<file path="config.mk">
export PLATFORM = sky130hd
export DESIGN_NAME = mac_result_collector
export DESIGN_NICKNAME = d
export VERILOG_FILES = /design/src/rtl/mac_result_collector.sv
export SDC_FILE = /design/constraint.sdc
export NUM_CORES = 1
export LEC_CHECK = 0
export ABC_CLOCK_PERIOD_IN_PS = 4340
export BUFFER_PORTS_ARGS = -buffer_cell sky130_fd_sc_hd__buf_2
export CORE_MARGIN = 2
export CORE_UTILIZATION = 37
export CTS_CLUSTER_DIAMETER = 150
export CTS_CLUSTER_SIZE = 20
export DETAILED_ROUTE_END_ITERATION = 10
export PLACE_DENSITY = 0.57
export SLEW_MARGIN = 20
export SYNTH_ARGS = -nofsm -noshare
export SYNTH_HDL_FRONTEND = slang
export SYNTH_SLANG_ARGS = --single-unit
</file>
<file path="constraint.sdc">
create_clock -name clk -period 4.34 [get_ports clk]
set_clock_uncertainty 0.15 [all_clocks]
set_input_delay 0.434 -clock clk [delete_from_list [all_inputs] [get_ports clk]]
set_output_delay 0.434 -clock clk [all_outputs]
set_load 0.03 [all_outputs]
</file>
<file path="src/rtl/mac_result_collector.sv">
`default_nettype none
// +----------------------------------------------------------------------------+
// | Module  : mac_result_collector                                             |
// | Purpose : Captures each finished/aborted MAC run into a FIFO drained over  |
// |           valid/ready. Define MAC_RES_SAT_EN to clamp out-of-range data.   |
// | Revision: 1.0 - initial release                                            |
// +----------------------------------------------------------------------------+
module mac_result_collector #(
  parameter int ACC_W = 22,
  parameter int CNT_W = 9,
  parameter int OUT_W = 16,
  parameter int DEPTH = 4
) (
  input  logic                     clk,
  input  logic                     reset_n,
  input  logic                     mac_busy,
  input  logic                     mac_done,
  input  logic [ACC_W-1:0]         mac_result,
  input  logic [ACC_W-1:0]         mac_acc,
  input  logic [CNT_W-1:0]         mac_count,
  output logic                     res_valid,
  input  logic                     res_ready,
  output logic [OUT_W-1:0]         res_data,
  output logic [CNT_W-1:0]         res_count,
  output logic                     res_abort,
  output logic                     res_sat,
  output logic [$clog2(DEPTH):0]   fifo_level,
  output logic [7:0]               drop_cnt,
  input  logic                     clr_drop
);

  localparam int c_aw = $clog2(DEPTH);
  localparam int c_lw = c_aw + 1;
  localparam int c_ew = OUT_W + CNT_W + 2;
  localparam logic [c_lw-1:0] c_full = c_lw'(DEPTH);

  typedef enum logic [0:0] {
    S_IDLE = 1'b0,
    S_RUN  = 1'b1
  } state_t;

  state_t              r_state;
  state_t              w_state_next;
  logic                w_push;
  logic                w_abort;
  logic [ACC_W-1:0]    w_value;
  logic [OUT_W-1:0]    w_data;
  logic                w_sat;
  logic [CNT_W-1:0]    w_cnt;
  logic [c_ew-1:0]     w_entry;

  logic [c_ew-1:0]     r_mem [DEPTH];
  logic [c_aw-1:0]     r_wr_ptr;
  logic [c_aw-1:0]     r_rd_ptr;
  logic [c_lw-1:0]     r_level;
  logic [7:0]          r_drop;
  logic                w_valid;
  logic                w_pop;
  logic                w_accept;
  logic                w_drop;
  logic [c_ew-1:0]     w_head;

  // Run tracking: done has priority over a simultaneous busy fall.
  always_comb begin
    w_state_next = r_state;
    w_push       = 1'b0;
    w_abort      = 1'b0;
    case (r_state)
      S_IDLE: begin
        if (mac_busy) w_state_next = S_RUN;
      end
      S_RUN: begin
        if (mac_done) begin
          w_push       = 1'b1;
          w_state_next = S_IDLE;
        end else if (!mac_busy) begin
          w_push       = 1'b1;
          w_abort      = 1'b1;
          w_state_next = S_IDLE;
        end
      end
      default: w_state_next = S_IDLE;
    endcase
  end

  always_ff @(posedge clk or negedge reset_n) begin
    if (!reset_n) r_state <= S_IDLE;
    else          r_state <= w_state_next;
  end

  assign w_value = w_abort ? mac_acc : mac_result;
  assign w_cnt   = w_abort ? {CNT_W{1'b1}} : mac_count;

  generate
    if (OUT_W < ACC_W) begin : g_reduce
      assign w_sat = |w_value[ACC_W-1:OUT_W];
`ifdef MAC_RES_SAT_EN
      assign w_data = w_sat ? {OUT_W{1'b1}} : w_value[OUT_W-1:0];
`else
      assign w_data = w_value[OUT_W-1:0];
`endif
    end else begin : g_pass
      assign w_sat  = 1'b0;
      assign w_data = w_value[OUT_W-1:0];
    end
  endgenerate

  assign w_entry = {w_abort, w_sat, w_cnt, w_data};

  // A push at full is still accepted when the head leaves in the same cycle.
  assign w_valid  = (r_level != '0);
  assign w_pop    = w_valid && res_ready;
  assign w_accept = w_push && ((r_level != c_full) || w_pop);
  assign w_drop   = w_push && !w_accept;

  always_ff @(posedge clk) begin
    if (w_accept) r_mem[r_wr_ptr] <= w_entry;
  end

  always_ff @(posedge clk or negedge reset_n) begin
    if (!reset_n) begin
      r_wr_ptr <= '0;
      r_rd_ptr <= '0;
      r_level  <= '0;
      r_drop   <= '0;
    end else begin
      if (w_accept) r_wr_ptr <= r_wr_ptr + 1'b1;
      if (w_pop)    r_rd_ptr <= r_rd_ptr + 1'b1;
      case ({w_accept, w_pop})
        2'b10:   r_level <= r_level + 1'b1;
        2'b01:   r_level <= r_level - 1'b1;
        default: r_level <= r_level;
      endcase
      if (clr_drop)                       r_drop <= '0;
      else if (w_drop && r_drop != 8'hFF) r_drop <= r_drop + 1'b1;
    end
  end

  // Storage is not reset, so the head is masked while the FIFO is empty.
  assign w_head     = r_mem[r_rd_ptr];
  assign res_valid  = w_valid;
  assign res_data   = w_valid ? w_head[OUT_W-1:0] : '0;
  assign res_count  = w_valid ? w_head[OUT_W +: CNT_W] : '0;
  assign res_sat    = w_valid && w_head[c_ew-2];
  assign res_abort  = w_valid && w_head[c_ew-1];
  assign fifo_level = r_level;
  assign drop_cnt   = r_drop;

endmodule
`default_nettype wire

</file>
==> metrics.cfg <==
[job]
drv_cap=0

[logic_synthesis]
syn_avg_cell_area_um2=17.22
yosysSeqAreaShare_pct=67.38
yosys_warnings=0
synth-edff-count=108
ys_types=44
synth_seq_cells=124
synth.area.top_cells=edfxtp_1 (60%), mux4_2 (11%), dfrtp_1 (7.4%)
synth_top_area_share_pct=59.97
async_flop_share_pct=12.90
syn-num-nets=379
synth_ff_type=edfxtp_1
synthCells=314
synth_area_um2=5408
yosysTopAreaCell=edfxtp_1

[final_layout]
diodes=0
area_delta_synth_final_pct=22.00
fin_util_pct=45.74
fillers=1299
drive_above_1_share_pct=44.63
final_nets=480

[clocking]
cts_tree=done
cts_root_buf=clkbuf_16
clk_pin_slew_ns=0.05
cts.htree.levels=4
cts_sinks=124
cts_setup_buffers=0
cts_buffers=17
clock_path_buffers=2
insertion_delay_ns=0.40

[run_status]
status=complete, no violations

[route]
drtIter0Drc=141
ant_nets=0
drt-vias-per-instance=5.113
vias=3129
drc=0
first_pass_iters=4
wl_per_cell_um=17.31
routed_wl_um=10590

[setup_path]
r2r_cells=7
worstReg2RegStart=fifo_level[0]
critical_path_class=reg2out
required_ns=3.76
startpoint_type=flip-flop
worst_ep_arrival_time_ns=2.16
endpoint=res_data[6]
r2r_slack_ns=1.81
crit_start=r_rd_ptr[0]
timing.rr.end=fifo_level[2]
crit_fanout=29
cp-end-kind=primary output

[floorplanning]
die_width_um=124.9
num_rows=44
ios=98
die_y_um=124.9
floorplan.initialDensity_pct=37.49
coreArea_um2=14420
dieArea_um2=15600

[timing]
setup_viol=0
finalHoldViolations=0
rsz0062_at_grt=false
finalMaxSlewViolations=0
clock.fmax_mhz=363.9
period_minus_slack_ns=2.748
tightest_slew_ns=0.7851
fin_setup_tns_ns=0
min_period_over_period_pct=63.32
slew-limit-headroom_pct=47.66

[worst_hold_path]
holdCritPathClass=in2reg

[power]
power_density_nw_per_um2=665.8
vdd_drop_max_uv=311.0
leakage_nw=2.395

[global_routing]
overflow=0
grt_pass1_vias=3240
grt_max_degree=32
grt_pass1_wl_um=17150
antenna_found_initial=0
grtUsageTotal_pct=14.41

[placed_design]
gp_congestion=0.7337
dp_hpwl_um=6593
port_buffers=97

==> synthesized netlist by cell type (all sizes together) (2+ instances only) <==
master  count
a31oi       2
and2       32
xnor2       3
nand4       3
o311ai      3
nor3        2
edfxtp    108
or2         9
inv         7
nand2       5
a21boi      2
dfrtp      16
clkbuf      8
a21oi      10
nor2        4
o31ai       4
nand3       7
buf         8
nor4        2
mux2       17
or4         6
ha          5
o41ai       2
mux4       27
o21ai       6
o211ai      2
or3         4
==> cells in the final DEF (no fill, tap or decap), drive strengths merged, types with 2 or more instances in the layout <==
cell,n
clkbuf,18
or3,4
o311ai,3
a21boi,2
nand2,5
nand4,3
a31oi,2
a21oi,10
nor2,4
buf,98
clkinv,8
or4,6
and2,32
o211ai,2
nor4,2
dfrtp,16
nor3,2
mux2,17
o41ai,2
mux4,27
o21ai,6
ha,5
or2,9
inv,10
clkinvlp,2
xnor2,3
nand3,7
edfxtp,108
o31ai,4
==> sequential cells by signal, indices dropped and copies added (netlist names) <==
name / count
r_state: 1
drop_cnt: 8
fifo_level: 3
r_mem: 108
r_rd_ptr: 2
r_wr_ptr: 2
==> worst max-delay path, stage by stage, from the launching register on <==
cell     delay, ns
dfrtp_4       0.82
mux4_2        0.58
and2_1        0.18
buf_2         0.18
==> metal layers <==
metal  global-route usage (%)  part of all wire [%]  vias up
li1                         -                     -     1458
met1                    18.80                    45     1562
met2                    23.56                    49      105
met3                    4.424                   5.0        4
met4                    3.922                  0.40        0
met5                        0                     0        -
==> layout make-up <==
cell class | count | area [um^2] | share of cell area [%]
flip-flops and latches | 124 | 3649 | 55.30
multi-input cells | 166 | 1640 | 24.86
repair buffers | 99 | 503.0 | 7.624
clock buffers | 18 | 429.2 | 6.505
well taps | 184 | 230.2 | 3.489
clock inverters | 14 | 120.1 | 1.821
inverters | 7 | 26.28 | 0.3983
==> cell families after synthesis <==
kind of cell             count (synthesis)  share of synthesized area [%]
multiplexers                            44                          14.78
buffers and inverters                   24                          2.499
XOR/XNOR                                 3                         0.4860
AO/OA/AOI/OAI                           33                          3.910
AND/OR/NAND/NOR                         80                          9.417
adder cells (fa/ha/maj)                  6                          1.527
flip-flops                             124                          67.38
==> report_power, final <==
group / internal, mW / total [mW] / switching, mW
clock network: 0.786 / 1.29 / 0.503
logic: 0.583 / 1.41 / 0.824
registers: 1.48 / 1.70 / 0.212
==> timing repair <==
item                                   4_1_cts  5_1_grt
resized for setup                            0        0
hold buffers                                 1        0
endpoints found under the hold margin       16        0
==> how the worst min path moves through the flow <==
stage	startpoint	to	slack, ns	cells past startpoint
2_1_floorplan	reset_n	drop_cnt[0]	-0.01	0
3_3_place_gp	reset_n	drop_cnt[2]	0.22	1
3_5_place_dp	reset_n	drop_cnt[2]	0.24	1
4_1_cts	mac_done	r_state	0.12	2
5_1_grt	mac_done	r_state	0.13	2
6_report	mac_done	r_state	0.14	2
==> per-stage QoR <==
step / power [mW] / instances / worst slack [ns] / hold slack (ns) / instance area, um^2
final: 4.392 / 612 / 1.592 / 0.1376 / 6598
after global routing: 4.620 / 612 / 1.425 / 0.1302 / 6598
after CTS: 4.466 / 612 / 1.224 / 0.1179 / 6595
after detailed placement: 3.166 / 579 / 1.660 / 0.2356 / 6036
after global placement: 3.149 / 579 / 1.681 / 0.2248 / 6036
after floorplan: 2.736 / 314 / 1.803 / -0.01159 / 5408
Power figures use the tool's default switching activity.
